File: config.mk
export PLATFORM = sky130hd
export DESIGN_NAME = modport_core_flat
export DESIGN_NICKNAME = d
export VERILOG_FILES = /design/src/rtl/modport_core_if.sv /design/src/rtl/modport_core.sv /design/src/flat_wrapper.sv
export SDC_FILE = /design/constraint.sdc
export NUM_CORES = 2
export LEC_CHECK = 0
export ABC_AREA = 1
export CAP_MARGIN = 20
export CORE_UTILIZATION = 25
export CTS_BUF_LIST = sky130_fd_sc_hd__clkbuf_8
export DETAILED_ROUTE_END_ITERATION = 12
export PLACE_DENSITY = 0.42
export SETUP_SLACK_MARGIN = 0.1
export SLEW_MARGIN = 15
export SYNTH_ARGS = -nofsm -noshare
export SYNTH_HDL_FRONTEND = slang
export SYNTH_SLANG_ARGS = --single-unit
File: constraint.sdc
create_clock -name clock -period 80.6 [get_ports clock]
set_clock_uncertainty 0.2 [all_clocks]
set_input_delay 16.12 -clock clock [delete_from_list [all_inputs] [get_ports clock]]
set_output_delay 16.12 -clock clock [all_outputs]
set_load 0.01 [all_outputs]
File: src/rtl/modport_core_if.sv
// Instruction-fetch bus between modport_core and its instruction memory.
// master = core (drives PC), slave = memory (returns mem_ins).
interface modport_core_if;
  logic [31:0] PC;
  logic [31:0] mem_ins;

  modport master (
    output PC,
    input  mem_ins
  );

  modport slave (
    input  PC,
    output mem_ins
  );
endinterface

File: src/rtl/modport_core.sv
// RV32I integer core, 4-stage pipeline IF/ID/EX/WB with branch resolve in EX.
// Define FORWARDING_EN for EX/WB->EX bypass; otherwise RAW hazards stall 1 cycle.
module modport_core (
  input  logic           clock,
  input  logic           reset,
  modport_core_if.master imem
);

  typedef enum logic [2:0] {
    K_NOP, K_ALU, K_LUI, K_AUIPC, K_JAL, K_JALR, K_BR
  } kind_e;

  typedef struct packed {
    logic [31:0] pc;
    logic [31:0] ins;
  } if_id_t;

  typedef struct packed {
    kind_e       kind;
    logic [31:0] pc;
    logic [31:0] a;
    logic [31:0] b;
    logic [31:0] imm;
    logic        use_imm;
    logic        alt;
    logic [2:0]  f3;
    logic [4:0]  rd;
    logic        we;
`ifdef FORWARDING_EN
    logic [4:0]  rs1;
    logic [4:0]  rs2;
    logic        u1;
    logic        u2;
`endif
  } id_ex_t;

  typedef struct packed {
    logic        we;
    logic [4:0]  rd;
    logic [31:0] res;
  } ex_wb_t;

  logic [31:0] pc_q, pc_d;
  if_id_t      ifid_q, ifid_d;
  id_ex_t      idex_q, idex_d, dec;
  ex_wb_t      exwb_q, exwb_d;
  logic [31:0] rf [32];

  // ---------------- ID ----------------
  logic [31:0] ins;
  logic [6:0]  opc, f7;
  logic [4:0]  rs1, rs2, rd;
  logic [2:0]  f3;
  logic [31:0] imm_i, imm_b, imm_j, imm_u;
  logic [31:0] rv1, rv2;
  logic        f7_z, f7_alt;
  logic        op_lui, op_auipc, op_jal, op_jalr;
  logic        op_br, op_imm, op_reg;
  logic        u1, u2, stall;

  assign ins = ifid_q.ins;
  assign opc = ins[6:0];
  assign rd  = ins[11:7];
  assign f3  = ins[14:12];
  assign rs1 = ins[19:15];
  assign rs2 = ins[24:20];
  assign f7  = ins[31:25];

  assign imm_i = {{20{ins[31]}}, ins[31:20]};
  assign imm_b = {{19{ins[31]}}, ins[31], ins[7],
                  ins[30:25], ins[11:8], 1'b0};
  assign imm_j = {{11{ins[31]}}, ins[31], ins[19:12],
                  ins[20], ins[30:21], 1'b0};
  assign imm_u = {ins[31:12], 12'h000};

  assign f7_z   = (f7 == 7'h00);
  assign f7_alt = (f7 == 7'h20);

  // Anything not matched here (loads, stores, fence, system,
  // malformed encodings) decodes to a bubble.
  assign op_lui   = (opc == 7'h37);
  assign op_auipc = (opc == 7'h17);
  assign op_jal   = (opc == 7'h6f);
  assign op_jalr  = (opc == 7'h67) && (f3 == 3'b000);
  assign op_br    = (opc == 7'h63) && (f3 != 3'b010)
                    && (f3 != 3'b011);
  assign op_imm   = (opc == 7'h13)
                    && ((f3 == 3'b001) ? f7_z :
                        (f3 == 3'b101) ? (f7_z || f7_alt) :
                        1'b1);
  assign op_reg   = (opc == 7'h33)
                    && (f7_z || (f7_alt && ((f3 == 3'b000)
                                         || (f3 == 3'b101))));

  // Write-through: a WB write is visible to the same-cycle read.
  assign rv1 = (rs1 == 5'd0) ? 32'h0 :
               (exwb_q.we && exwb_q.rd == rs1) ? exwb_q.res :
               rf[rs1];
  assign rv2 = (rs2 == 5'd0) ? 32'h0 :
               (exwb_q.we && exwb_q.rd == rs2) ? exwb_q.res :
               rf[rs2];

  always_comb begin
    dec     = '0;
    u1      = 1'b0;
    u2      = 1'b0;
    dec.pc  = ifid_q.pc;
    dec.a   = rv1;
    dec.b   = rv2;
    dec.f3  = f3;
    dec.rd  = rd;
    unique case (1'b1)
      op_lui: begin
        dec.kind = K_LUI;
        dec.imm  = imm_u;
        dec.we   = 1'b1;
      end
      op_auipc: begin
        dec.kind = K_AUIPC;
        dec.imm  = imm_u;
        dec.we   = 1'b1;
      end
      op_jal: begin
        dec.kind = K_JAL;
        dec.imm  = imm_j;
        dec.we   = 1'b1;
      end
      op_jalr: begin
        dec.kind = K_JALR;
        dec.imm  = imm_i;
        dec.we   = 1'b1;
        u1       = 1'b1;
      end
      op_br: begin
        dec.kind = K_BR;
        dec.imm  = imm_b;
        u1       = 1'b1;
        u2       = 1'b1;
      end
      op_imm: begin
        dec.kind    = K_ALU;
        dec.imm     = imm_i;
        dec.use_imm = 1'b1;
        dec.alt     = (f3 == 3'b101) && ins[30];
        dec.we      = 1'b1;
        u1          = 1'b1;
      end
      op_reg: begin
        dec.kind = K_ALU;
        dec.alt  = ins[30];
        dec.we   = 1'b1;
        u1       = 1'b1;
        u2       = 1'b1;
      end
      default: ;
    endcase
    dec.we = dec.we && (rd != 5'd0);
`ifdef FORWARDING_EN
    dec.rs1 = rs1;
    dec.rs2 = rs2;
    dec.u1  = u1;
    dec.u2  = u2;
`endif
  end

`ifdef FORWARDING_EN
  assign stall = 1'b0;
`else
  assign stall = idex_q.we
                 && ((u1 && idex_q.rd == rs1)
                  || (u2 && idex_q.rd == rs2));
`endif

  // ---------------- EX ----------------
  logic [31:0] op_a, op_b, opnd, alu, res, target;
  logic        taken, redirect;

`ifdef FORWARDING_EN
  assign op_a = (idex_q.u1 && exwb_q.we
                 && exwb_q.rd == idex_q.rs1) ? exwb_q.res : idex_q.a;
  assign op_b = (idex_q.u2 && exwb_q.we
                 && exwb_q.rd == idex_q.rs2) ? exwb_q.res : idex_q.b;
`else
  assign op_a = idex_q.a;
  assign op_b = idex_q.b;
`endif

  assign opnd = idex_q.use_imm ? idex_q.imm : op_b;

  always_comb begin
    unique case (idex_q.f3)
      3'b000: alu = idex_q.alt ? op_a - opnd : op_a + opnd;
      3'b001: alu = op_a << opnd[4:0];
      3'b010: alu = {31'h0, $signed(op_a) < $signed(opnd)};
      3'b011: alu = {31'h0, op_a < opnd};
      3'b100: alu = op_a ^ opnd;
      3'b101: alu = idex_q.alt
                    ? $unsigned($signed(op_a) >>> opnd[4:0])
                    : op_a >> opnd[4:0];
      3'b110: alu = op_a | opnd;
      3'b111: alu = op_a & opnd;
      default: alu = 32'h0;
    endcase
  end

  always_comb begin
    unique case (idex_q.f3)
      3'b000: taken = (op_a == op_b);
      3'b001: taken = (op_a != op_b);
      3'b100: taken = $signed(op_a) < $signed(op_b);
      3'b101: taken = $signed(op_a) >= $signed(op_b);
      3'b110: taken = op_a < op_b;
      3'b111: taken = op_a >= op_b;
      default: taken = 1'b0;
    endcase
  end

  always_comb begin
    res      = alu;
    target   = idex_q.pc + idex_q.imm;
    redirect = 1'b0;
    unique case (idex_q.kind)
      K_LUI:   res = idex_q.imm;
      K_AUIPC: res = idex_q.pc + idex_q.imm;
      K_JAL: begin
        res      = idex_q.pc + 32'd4;
        redirect = 1'b1;
      end
      K_JALR: begin
        res      = idex_q.pc + 32'd4;
        target   = op_a + idex_q.imm;
        redirect = 1'b1;
      end
      K_BR:    redirect = taken;
      default: ;
    endcase
    target[1:0] = 2'b00;
  end

  assign exwb_d = '{we: idex_q.we, rd: idex_q.rd, res: res};

  // ---------------- IF / next state ----------------
  // A redirect squashes both younger stages and wins over a stall.
  always_comb begin
    pc_d   = pc_q + 32'd4;
    ifid_d = '{pc: pc_q, ins: imem.mem_ins};
    idex_d = dec;
    if (redirect) begin
      pc_d   = target;
      ifid_d = '0;
      idex_d = '0;
    end else if (stall) begin
      pc_d   = pc_q;
      ifid_d = ifid_q;
      idex_d = '0;
    end
  end

  assign imem.PC = pc_q;

  always_ff @(posedge clock or posedge reset) begin
    if (reset) begin
      pc_q   <= 32'h0;
      ifid_q <= '0;
      idex_q <= '0;
      exwb_q <= '0;
    end else begin
      pc_q   <= pc_d;
      ifid_q <= ifid_d;
      idex_q <= idex_d;
      exwb_q <= exwb_d;
    end
  end

  always_ff @(posedge clock or posedge reset) begin
    if (reset) begin
      for (int i = 0; i < 32; i++) rf[i] <= 32'h0;
    end else if (exwb_q.we) begin
      rf[exwb_q.rd] <= exwb_q.res;
    end
  end

endmodule

File: src/flat_wrapper.sv
// flat-port wrapper written by rule: the top's interface ports become plain ports
module modport_core_flat 
  (clock, reset, imem_PC, imem_mem_ins);
  modport_core_if imem_i ();
  input  logic clock;
  input  logic reset;
  output wire logic [$bits(imem_i.PC)-1:0] imem_PC;
  input wire logic [$bits(imem_i.mem_ins)-1:0] imem_mem_ins;
  assign imem_PC = imem_i.PC;
  assign imem_i.mem_ins = imem_mem_ins;
  modport_core u_core (.clock(clock), .reset(reset), .imem(imem_i));
endmodule
# Word level (Yosys, flattened, before mapping)
# Index checks and enable logic that the tools add are counted.
word_totals:
  reg_bits: 1300
  inputBits: 34
  out_inout_bits: 32
op_classes:
  n_addsub: 6
  n_lt_le_gt_ge: 10
  n_eq_ne: 31
  n_shift: 3
  mux: 36
  bitwise_logic: 6
  reduce_logical: 31
ops:
  columns: ["cell", "n"]
  rows:
  - ["1024-bit bitwise mux", 1]
  - ["32-bit 2-to-1 mux", 15]
  - ["32-bit binary-select mux with 5-bit select", 2]
  - ["142-bit 2-to-1 mux", 2]
  - ["32-bit case mux with 8 select lines", 1]
  - ["32-bit demux with 5-bit select", 1]
  - ["32-bit < comparator", 4]
  - ["64-bit 2-to-1 mux", 2]
  - ["32-bit case mux with 4 select lines", 1]
  - ["32-bit adder", 3]
  - ["32-bit case mux with 3 select lines", 1]
  - ["32-bit by 3-bit adder with 32-bit output (second input constant)", 2]
  - ["32-bit >= comparator", 2]
  - ["32-bit AND", 1]
  - ["32-bit equality test", 1]
  - ["32-bit inequality test", 1]
  - ["32-bit bitwise OR", 1]
  - ["32-bit by 5-bit << shifter with 32-bit output", 1]
  - ["32-bit by 5-bit >> shifter with 32-bit output", 1]
  - ["32-bit by 5-bit >>> shifter with 32-bit output", 1]
  - ["32-bit subtractor", 1]
  - ["32-bit bitwise XOR", 1]
  - ["3-bit equality test (second input constant)", 8]
  - ["7-bit by 6-bit equality test with 1-bit output (second input constant)", 3]
  - ["other kinds (23)", 66]

# Logic depth before layout (Yosys ltp)
logic_depth:
  ltp_word: 12
  depth_mapped: 26
  mapped_depth_nobuf: 24

# Worst setup path after synthesis
# OpenSTA, ideal clock, no wires.
synth_timing:
  kind: "register -> output"
  startpoint: "reg u_core.pc_q[11] (netlist: u_core.imem.PC[11])"
  endpoint: "out imem_PC[11]"
  arrival_time_ns: 0.462
  required_time_ns: 64.280
  slack_ns: 63.818
  path_stages_with_launch: 1
  n_path_buf: 0
  path_cell_list: "dfrtp_1"
synth_lines:
  columns: ["item", "line", "text"]
  rows:
  - ["start: declaration", "modport_core.sv:43", "logic [31:0] pc_q, pc_d;"]
  - ["start signal: assignment", "modport_core.sv:268", "pc_q <= pc_d;"]
  - ["end: declaration", "flat_wrapper.sv:7", "output wire logic [$bits(imem_i.PC)-1:0] imem_PC;"]
# No word-level cell between the ends.

==> metrics <==
Synth Register Bits=about 1.3k; Critical Path AT=21.47 ns; die area=roughly 320000 µm²; clk sink count=1295; GRT overflow=0; HPWL Detailed=~250000 µm; Leakage=roughly 40 nW; status=complete, no violations; sequential share of the synthesized area=40.4%; max frequency=a little under 50 MHz; FP Rows=a little over 200; Syn Std Cell Area=80200 µm²; initial antenna violation count=19; FF-to-FF setup slack=about 74 ns; first-pass GRT wire length=slightly below 600000 µm; Netlist cell types=63; WL final=between 400000 and 500000 µm; Syn. warnings=0; critical path required time=slightly above 80 ns; Final Hold Fails=0; Hold-fix buffers, CTS=0; setup tns final=0 ns; Setup WS pre-CTS=between 50 and 60 ns; CP Max Fanout=approximately 100; core area=~320000 µm²; Syn Area/Cell=around 7 µm²; RSZ-0062 raised after global routing=no; vias in the first global route=79.6k; Post-synth EDFFs=0; Power Density=approximately 21 nW/µm²; pin count of the biggest net entering global routing=around 160; via count=about 83k; post-synthesis cell count=11.3k; clock slew at reported path FFs=about 0.06 ns; CTS root buf=clkbuf_8; Max Root-Sink Buffers=4; async set-reset flop share out of synthesis=100%; width of the die=about 570 µm; Die Ht=568 µm; Setup CP Type=in -> async; CTS tree=yes; Slew Limit Headroom=around an eighth; cell taking the most area after synthesis=dfrtp_1; Routed Antenna Nets=0; Worst setup startpoint=reset; number of fill cells in the layout=~35k; Layout area overhead=11.8%; Commonest cells post-synth=nand2_1, o21ai_0, dfrtp_1; minimum clock period=20.67 ns; Final Setup Violations=0; clk_lat worst skew=between 1 and 1.5 ns; count leader, synth=nand2_1; capture point of the worst reg-to-reg path=u_core.op_b[11]; Final Max Slew Viols=0; share of cells above drive strength 1=6.51%; fin crit share=around 26%; Buffers on Ports=63; drt drc=0; Boundary Pins=66; Worst R2R Start=u_core.ins[20]; Synth area leaders=dfrtp_1, nand2_1, o21ai_0, nand3_1, a21oi_1; CP endpoint=u_core.rf[656]; via/cell ratio=roughly 5.4; RD Place Congestion=roughly 0.95; drt pass-1 iters=6; Worst setup SP type=primary input; drt wl/cell=between 20 and 30 µm; post-cts repair resize count=0; CTS Buf Count=262; nets=11.1k; Setup Fix Bufs, Post-CTS=0; Max H-tree Level=5; Final Worst Setup Slack=59.93 ns; post-synth top area share=between 40 and 50%; DP Area=~84000 µm²; Hold Path Class=reg -> reg; Worst setup EP type=asynchronous set/reset pin; initial core utilization=roughly a quarter; top_reg_cell synth=dfrtp_1; R2R cell count=14; design area=89700 µm²; initial drt markers=about 9.5k; Tot GR Track Use=around a quarter; measured slew at the worst slew-check pin=~1.3 ns; worst vdd ir=approximately 0.01 mV; maxcap violations=0
[final cells by class]
cell class / count / area [µm²] / area share [%]
clock inverters: 137 / 731 / 0.815
multi-input cells: 8388 / 41900 / 46.7
repair buffers: 253 / 2270 / 2.53
flip-flops and latches: 1295 / 32400 / 36.2
inverters: 706 / 2700 / 3.01
clock buffers: 320 / 4400 / 4.91
well taps: 4180 / 5230 / 5.83
diodes: 5 / 12.5 / 0.0140
[worst min-delay path by stage]
stage | start | end | slack (ns) | cells after the start
floorplan | u_core.exwb_d[32] | u_core.exwb_q[32] | 0.19 | 0
global placement | u_core.exwb_d[33] | u_core.exwb_q[33] | 0.24 | 0
detailed placement | u_core.exwb_d[33] | u_core.exwb_q[33] | 0.23 | 0
CTS | u_core.exwb_d[34] | u_core.exwb_q[34] | 0.25 | 0
global route | u_core.exwb_d[33] | u_core.exwb_q[33] | 0.26 | 0
finish | u_core.exwb_d[34] | u_core.exwb_q[34] | 0.25 | 0
[where the power goes]
group	internal (mW)	leakage (nW)	switching, mW
Combinational	0.118	18.3	0.333
Sequential	0.683	17.7	0.0539
Clock	0.366	2.99	0.323
Total	1.17	39.0	0.709
[cell usage in the layout, fill, tap and decap left out, types with 192 or more instances in the layout]
master    Yosys  layout
nand2_1    2894    2862
o21ai_0    1938    1937
dfrtp_1    1295    1287
nand3_1     815     813
inv_1       682     766
nor2_1      736     732
a21oi_1     726     726
clkbuf_8      0     320
o211ai_1    230     230
o221ai_1    219     219
ha_1        192     192
[logic make-up after synthesis]
logic type                 Yosys count  share of synthesized area [%]
xor gates and xnor gates            73                          0.797
buffers and inverters             1589                           7.73
AOI/OAI and AO/OA                 3369                           23.4
muxes                               17                          0.212
DFF                               1295                           40.4
other                                1                        0.00468
adders and majority gates          195                           3.07
and+or+nand+nor                   4731                           24.4
[per-stage QoR]
| stage | power, mW | std cells | hold slack (ns) | util [%] |
|---|---|---|---|---|
| 6_report | 1.88 | 15284 | 0.246 | 28.2 |
| 5_1_grt | 1.97 | 15281 | 0.260 | 28.1 |
| 4_1_cts | 1.89 | 15274 | 0.245 | 28.1 |
| 3_5_place_dp | 1.19 | 14817 | 0.230 | 26.5 |
| 3_3_place_gp | 1.19 | 14810 | 0.236 | 26.5 |
| 2_1_floorplan | 0.997 | 11272 | 0.195 | - |
[worst max-delay path, stage by stage]
cell	delay, ns
clkdlybuf4s50_1	0.49
inv_8	0.52
buf_4	0.68
buf_4	0.76
buf_4	0.81
buf_4	0.90
buf_4	0.88
[routing by layer]
metal | track usage, % | vias up | part of all wire (%)
met5 | 0 | - | 0
met4 | 10.4 | 0 | 4.5
met3 | 3.39 | 742 | 7.0
met2 | 39.1 | 3637 | 45
met1 | 33.1 | 40917 | 43
li1 | - | 37442 | -
[state kept, by name, indices dropped and copies added, names as in the netlist]
signal	count
u_core.rf	1024
u_core.idex_q	71
u_core.exwb_q	38
u_core.ins	32
u_core.op_a	32
u_core.op_b	32
u_core.dec	30
u_core.imem.PC	30
u_core.exwb_d	6
Power figures use the tool's default switching activity.
